$ cat src/rtl/serial_rx.sv
// Serial frame receiver: finds a 16'h5A5A header, deserializes 32-bit words,
// and writes them with a last-word flag to the FIFO write port.
module serial_rx #(
  parameter int DSIZE     = 32,
  parameter int MAX_WORDS = 256
) (
  input  logic             wclk,
  input  logic             wrst,
  input  logic             s_in,
  input  logic             wfull,
  input  logic             err_clr,
  output logic [DSIZE:0]   wdata,
  output logic             winc,
  output logic             frame_done,
  output logic             err_ovf,
  output logic             err_frame
);

  localparam int WCW = $clog2(MAX_WORDS + 1);
  localparam logic [15:0] HEADER  = 16'h5A5A;
  localparam logic [15:0] TRAILER = 16'h0F0F;

  typedef enum logic [1:0] {HUNT, HI, LO} state_t;

  state_t           state_q, state_d;
  logic [15:0]      sh_q, sh_d;
  logic [3:0]       bit_cnt_q, bit_cnt_d;
  logic [15:0]      hi_q, hi_d;
  logic [DSIZE-1:0] pend_q, pend_d;
  logic             pend_valid_q, pend_valid_d;
  logic [WCW-1:0]   word_cnt_q, word_cnt_d;
  logic [DSIZE:0]   wdata_q, wdata_d;
  logic             winc_q, winc_d;
  logic             frame_done_q, frame_done_d;
  logic             err_ovf_q, err_ovf_d;
  logic             err_frame_q, err_frame_d;

  logic [15:0]      hw;
  logic             wr_req;
  logic             wr_last;

  always_comb begin
    hw           = {s_in, sh_q[15:1]};
    sh_d         = hw;
    state_d      = state_q;
    bit_cnt_d    = bit_cnt_q + 4'd1;
    hi_d         = hi_q;
    pend_d       = pend_q;
    pend_valid_d = pend_valid_q;
    word_cnt_d   = word_cnt_q;
    wdata_d      = wdata_q;
    winc_d       = 1'b0;
    frame_done_d = 1'b0;
    err_ovf_d    = err_ovf_q & ~err_clr;
    err_frame_d  = err_frame_q & ~err_clr;
    wr_req       = 1'b0;
    wr_last      = 1'b0;

    unique case (state_q)
      HUNT: begin
        bit_cnt_d = 4'd0;
        if (hw == HEADER) begin
          state_d      = HI;
          pend_valid_d = 1'b0;
          word_cnt_d   = '0;
        end
      end
      HI: begin
        if (bit_cnt_q == 4'd15) begin
          if (hw == TRAILER) begin
            state_d      = HUNT;
            pend_valid_d = 1'b0;
            if (pend_valid_q) begin
              wr_req       = 1'b1;
              wr_last      = 1'b1;
              frame_done_d = 1'b1;
            end else begin
              err_frame_d = 1'b1;
            end
          end else begin
            hi_d    = hw;
            state_d = LO;
          end
        end
      end
      LO: begin
        if (bit_cnt_q == 4'd15) begin
          // The held word is known not to be last here; only the new word is
          // discarded when the frame runs past MAX_WORDS.
          wr_req = pend_valid_q;
          if (word_cnt_q >= WCW'(MAX_WORDS)) begin
            err_frame_d  = 1'b1;
            pend_valid_d = 1'b0;
            state_d      = HUNT;
          end else begin
            pend_d       = {hi_q, hw};
            pend_valid_d = 1'b1;
            word_cnt_d   = word_cnt_q + WCW'(1);
            state_d      = HI;
          end
        end
      end
      default: state_d = HUNT;
    endcase

    if (wr_req) begin
      if (wfull) begin
        err_ovf_d = 1'b1;
      end else begin
        winc_d  = 1'b1;
        wdata_d = {wr_last, pend_q};
      end
    end
  end

  always_ff @(posedge wclk) begin
    if (wrst) begin
      state_q      <= HUNT;
      sh_q         <= '0;
      bit_cnt_q    <= '0;
      hi_q         <= '0;
      pend_q       <= '0;
      pend_valid_q <= 1'b0;
      word_cnt_q   <= '0;
      wdata_q      <= '0;
      winc_q       <= 1'b0;
      frame_done_q <= 1'b0;
      err_ovf_q    <= 1'b0;
      err_frame_q  <= 1'b0;
    end else begin
      state_q      <= state_d;
      sh_q         <= sh_d;
      bit_cnt_q    <= bit_cnt_d;
      hi_q         <= hi_d;
      pend_q       <= pend_d;
      pend_valid_q <= pend_valid_d;
      word_cnt_q   <= word_cnt_d;
      wdata_q      <= wdata_d;
      winc_q       <= winc_d;
      frame_done_q <= frame_done_d;
      err_ovf_q    <= err_ovf_d;
      err_frame_q  <= err_frame_d;
    end
  end

  assign wdata      = wdata_q;
  assign winc       = winc_q;
  assign frame_done = frame_done_q;
  assign err_ovf    = err_ovf_q;
  assign err_frame  = err_frame_q;

endmodule

$ cat config.mk
export PLATFORM = sky130hd
export DESIGN_NAME = serial_rx
export DESIGN_NICKNAME = d
export VERILOG_FILES = /design/src/rtl/serial_rx.sv
export SDC_FILE = /design/constraint.sdc
export NUM_CORES = 1
export LEC_CHECK = 0
export BUFFER_PORTS_ARGS = -buffer_cell sky130_fd_sc_hd__buf_2
export CORE_MARGIN = 4
export CORE_UTILIZATION = 50
export CTS_BUF_LIST = sky130_fd_sc_hd__clkbuf_4 sky130_fd_sc_hd__clkbuf_8
export DETAILED_ROUTE_END_ITERATION = 8
export GPL_TIMING_DRIVEN = 0
export PLACE_DENSITY = 0.69
export SLEW_MARGIN = 10
export SYNTH_ARGS = -nofsm -noshare
export SYNTH_HDL_FRONTEND = slang
export SYNTH_SLANG_ARGS = --single-unit
export TNS_END_PERCENT = 10
$ cat constraint.sdc
create_clock -name wclk -period 2.3 [get_ports wclk]
set_input_delay 0.23 -clock wclk [delete_from_list [all_inputs] [get_ports wclk]]
set_output_delay 0.23 -clock wclk [all_outputs]
set_load 0.05 [all_outputs]
== Word-level counts from Yosys, hierarchy flattened ==
Cells that the tools add are included.
Word-level totals
  flip-flop bits (word level): 117
  input bits: 5
Cells by class
  muxes and demuxes: 31
  reductions and logical operators: 11
  eq/ne operators: 10
  bitwise gates (word level): 7
  order comparisons: 1
  $add $sub $neg: 2
Operators with widths (count)
  2-to-1 mux 9 bit: 3
  2-to-1 mux 1 bit: 19
  one-hot mux 9 bit (2 select lines): 1
  == test 16 x 12 -> 1 bit, second input constant: 1
  == test 16 x 15 -> 1 bit, second input constant: 1
  inequality test 2 bit, second input constant: 5
  adder 9 x 1 -> 9 bit, second input constant: 1
  >= comparator 9 bit, second input constant: 1
  AND reduction 3 bit: 3
  2-to-1 mux 2 bit: 4
  one-hot mux 2 bit (3 select lines): 1
  inverter 1 bit: 5
  AND reduction 5 bit: 1
  adder 4 x 1 -> 4 bit, second input constant: 1
  == test 4 bit, second input constant: 1
  one-hot mux 1 bit (2 select lines): 2
  AND reduction 4 bit: 1
  OR reduction 2 bit: 2
  one-hot mux 1 bit (3 select lines): 1
  nonzero test 3 bit: 1
  AND 1 bit: 2
  == test 2 x 1 -> 1 bit, second input constant: 1
  == test 2 bit, second input constant: 1
  logical NOT 2 bit: 1
  other kinds (2): 2

== Logic depth before layout (Yosys ltp) ==
  depth after elaboration: 6
  gate-level depth with buffers: 8
  depth with buffers taken out: 7

== Least setup slack after synthesis ==
OpenSTA, ideal clock, no wires.
  kind: reg2reg
  start: register state_q[0]
  end: register word_cnt_q[3]
  stages on the path, launching flop included: 9
  setup slack: 0.354 ns
  period minus slack after synthesis: 1.946 ns
  data arrival time: 1.828 ns
  path buffers: 1
  cells stage by stage: dfxtp_1 -> inv_1 -> ha_1 -> inv_1 -> clkbuf_1 -> nand2_1 -> a21oi_1 -> nand2_1 -> a32o_1
On the way
  word-level cells in the longest chain between the ends: 3
  elaborated cells on any way between the ends: 8
  classes of those cells: eq/ne (4); mux (1); reduce/logical (3)
Ends and longest elaborated chain
  start, declared: RTL line 25  | state_t state_q, state_d;
  start signal, assigned: RTL line 131  | state_q <= state_d;
  == test 2 bit / logical NOT 2 bit (equally long branches): RTL line 59  | unique case (state_q)
  inequality test 2 bit (no source line) / nonzero test 2 bit (equally long branches)
  AND reduction 4 bit (no source line)
  end signal, assigned: RTL line 137  | word_cnt_q <= word_cnt_d;
  end, declared: RTL line 31  | logic [WCW-1:0] word_cnt_q, word_cnt_d;
Several ways; a longest one is shown, not always the timed one.
A chain may end at the register's enable or synchronous reset.

== Final worst setup path ==
  start: register sh_q[7]
  end: register wdata_q[21] (netlist: wdata[21])
On the way
  word-level cells in the longest chain between the ends: 5
Ends and longest elaborated chain
  start, declared: RTL line 26  | logic [15:0] sh_q, sh_d;
  start signal, assigned: RTL line 119  | sh_q <= '0;
  start signal, assigned: RTL line 132  | sh_q <= sh_d;
  == test 16 x 12 -> 1 bit: RTL line 70  | if (hw == TRAILER) begin
  2-to-1 mux 1 bit: RTL line 70
  2-to-1 mux 1 bit: RTL line 69  | if (bit_cnt_q == 4'd15) begin
  one-hot mux 1 bit (2 select lines): RTL line 59
  AND reduction 2 bit (no source line)
  end signal, assigned: RTL line 138  | wdata_q <= wdata_d;
  end, declared: RTL line 32  | logic [DSIZE:0] wdata_q, wdata_d;
No other way between the ends.

==> metrics.md <==
| Metric | Value |
|---|---|
| Status | `completed` |
| Worst slew pin tran | `717.2 ps` |
| FMAX | `0.4474 GHz` |
| RSZ-0062 raised after global routing | `no` |
| R2r setup slk | `60 ps` |
| M3 GR Usage | `3.992%` |
| Clock share of power | `44.2%` |
| Arr. time, crit path | `2570 ps` |
| Sw Ratio | `22.11%` |
| Post-Syn Area | `4493 um2` |
| Placed Area | `4833 um2` |
| FF-to-FF Start | `sh_q[7]` |
| 1st-pass router iterations | `4` |
| I/O pin count | `42` |
| Max-Slew Margin vs Limit | `51.56%` |
| Crit-path max FO | `10` |
| Post-synth cell types | `41` |
| Clk root buf | `clkbuf_8` |
| Sequential share of power | `54.0%` |
| Routing usage on met1 | `25.04%` |
| # rows | `34` |
| Main synth FF type | `dfxtp_1` |
| Hold WC Path Type | `in -> reg` |
| Initial DRC Count | `122` |
| Area growth syn-to-layout | `16.57%` |
| GRT Overall Usage | `19.87%` |
| Share of layout cells above drive strength 1 | `16.27%` |
| # fillers | `774` |
| Pleak | `1.871 nW` |
| Fin cells | `692` |
| Placed Cells | `660` |
| GP Congestion | `0.8802` |
| Crit. End Element | `flip-flop` |
| Buffer count from post-CTS setup fixing | `0` |
| Period minus WS final | `2235 ps` |
| Routed vias | `3663` |
| Final Power | `0.003733 W` |
| ANT cells | `0` |
| Clk pin slew, worst setup/hold paths | `70 ps` |
| Die area | `10570 um2` |
| I/O Buffers | `41` |
| Gate power share | `1.8%` |
| Sequential area share after synthesis | `51.68%` |
| Setup TNS Final | `0 ps` |
| CTS buffer count | `17` |
| Routed len/inst | `14.04 um` |
| Total grt overflow | `0` |
| Dpl hpwl | `7087 um` |
| Critical path origin | `sh_q[7]` |
| Final Hold Vio Count | `0` |
| Initial Util | `51.52%` |
| Clock Sinks | `116` |
| Largest net degree at the start of global routing | `17` |
| GRT Max-Usage Layer | `met2` |
| Vias in the first global route | `3580` |
| Clock Tree Buf Depth | `2` |
| Die height | `102.8 um` |
| Residual DRC | `0` |
| Fin. max-slew vios | `0` |
| Ys async rst share | `0%` |
| Peak VDD IR | `329.5 uV` |
| H-tree depth | `4` |
| Int Power | `0.002907 W` |
| Post-synth EDFFs | `0` |
| # nets final | `584` |
| Startpoint class of the critical path | `flip-flop` |
| Die Width | `102.8 um` |
| Switching pwr | `0.0008253 W` |
| Initial antenna violation count | `0` |
| Clk_lat worst skew | `420 ps` |
| Syn nets | `523` |
| Critical path class | `reg -> reg` |
| Post-route clock period utilization | `97.18%` |
| Capture point of the worst reg-to-reg path | `wdata[21]` |
| Yosys warns | `0` |
| DRT antenna net count | `0` |
| Worst clock skew | `11.64 ps` |
| Mapped Cells | `511` |
| PD cells | `712.7 nW/um2` |
| Final setup fails | `0` |
| TritonCTS clock tree | `done` |
| Final wirelength | `9718 um` |
| Post-synthesis register bit count | `116` |
| Setup slack after layout | `64.94 ps` |
| Post-route cell area | `5238 um2` |
| Met2 Use GR | `32.32%` |
| Post-placement setup slack | `-191.9 ps` |
| Critical Path RT | `2640 ps` |
| Core Box Area | `8721 um2` |
| Max-Cap Viols | `0` |
| First-pass GRT wire length | `16490 um` |
| Reg2Reg Depth | `6` |
| CP endpoint | `wdata[21]` |
| Syn avg cell area | `8.793 um2` |
| Via density | `5.293` |
logic make-up (layout without fill, tap and decap cells):
family / after synthesis / count (layout) / share of synthesized area, %
simple gates: 231 / 231 / 23.50
flops: 116 / 116 / 51.68
compound gates: 79 / 79 / 10.50
buf+inv: 42 / 115 / 4.288
mux: 34 / 34 / 7.686
fa+ha+maj: 7 / 7 / 1.949
xor+xnor: 2 / 2 / 0.3899
worst min-delay path by stage:
stage	slack [ps]	cells after the start	start	endpoint
floorplan	310	1	wfull	winc
global placement	440	2	wdata[6]	wdata[6]
CTS	20	2	wfull	winc
detailed placement	440	2	err_clr	err_ovf
global route	30	2	wfull	winc
finish	40	2	wfull	winc
Yosys cell counts, types with 2 or more instances:
| cell | n | area (um2) |
|---|---|---|
| and4bb_1 | 2 | 25.02 |
| nor2b_1 | 18 | 112.6 |
| ha_1 | 7 | 87.58 |
| o21ai_0 | 6 | 30.03 |
| a21oi_1 | 55 | 275.3 |
| nor2_1 | 6 | 22.52 |
| mux2i_1 | 33 | 330.3 |
| and4bb_2 | 4 | 50.05 |
| nand2_1 | 155 | 581.8 |
| and3_1 | 5 | 31.28 |
| o21a_1 | 2 | 15.01 |
| a41oi_1 | 2 | 17.52 |
| a21o_1 | 3 | 22.52 |
| buf_8 | 3 | 45.04 |
| clkbuf_1 | 25 | 93.84 |
| o32ai_1 | 3 | 26.28 |
| inv_1 | 11 | 41.29 |
| dfxtp_1 | 116 | 2322 |
| nand3_1 | 24 | 120.1 |
| a32o_1 | 2 | 20.02 |
| nor3_1 | 9 | 45.04 |
area by class of cell:
class | count | area, um2 | share of cell area, %
Clock buffer | 20 | 262.8 | 5.017
Buffer | 30 | 151.4 | 2.891
Timing Repair Buffer | 42 | 215.2 | 4.109
Multi-Input combinational cell | 353 | 2016 | 38.49
Clock inverter | 11 | 87.58 | 1.672
Inverter | 12 | 45.04 | 0.8600
Tap cell | 108 | 135.1 | 2.580
Sequential cell | 116 | 2325 | 44.39
metal layers:
metal | up-vias | routed length [um]
li1 | 1846 | -
met1 | 1723 | 4451
met4 | 0 | 294
met2 | 67 | 4585
met3 | 27 | 387
met5 | - | 0
power by group through the flow:
stage	sequential [W]	combinational [W]	clock, W
2_1_floorplan	0.00206	0.0000388	0
3_3_place_gp	0.00206	0.0000639	0
3_5_place_dp	0.00206	0.0000648	0
4_1_cts	0.00202	0.0000665	0.00168
5_1_grt	0.00201	0.0000731	0.00179
6_report	0.00202	0.0000665	0.00165
critical path, cell delays in order (launching register included):
cell,delay (ps)
dfxtp_1,360
and4bb_1,360
and4_4,270
nand2_4,70
a211oi_4,620
buf_8,240
mux2i_2,230
placed cells by master, fill, tap and decap left out, drive strengths merged, types with 7 or more instances in the layout:
cell type / n
clkbuf: 45
clkinv: 7
nand2: 156
a21oi: 55
buf: 46
ha: 7
mux2i: 33
nand3: 24
nor3: 9
inv: 12
nor2b: 18
dfxtp: 116
state kept, by name, summed over array words and instances, names as in the netlist:
register / flops
wdata: 33
pend_q: 32
hi_q: 16
sh_q: 15
word_cnt_q: 9
bit_cnt_q: 4
state_q: 2
err_frame: 1
err_ovf: 1
frame_done: 1
pend_valid_q: 1
winc: 1
what timing repair did:
item / 4_1_cts / 5_1_grt
hold buffers: 1 / 0
pin swaps: 0 / 1
resized for setup: 2 / 13
endpoints found under the setup margin: 36 / 51
hold endpoints to repair: 1 / 0
through the flow:
stage	util, %	hold WS [ps]
after floorplan	-	307.8
after global placement	55.42	438.6
after detailed placement	55.42	440.2
after CTS	59.66	21.48
after global routing	60.06	26.12
final	60.06	42.48
(Power assumes the default switching activity.)
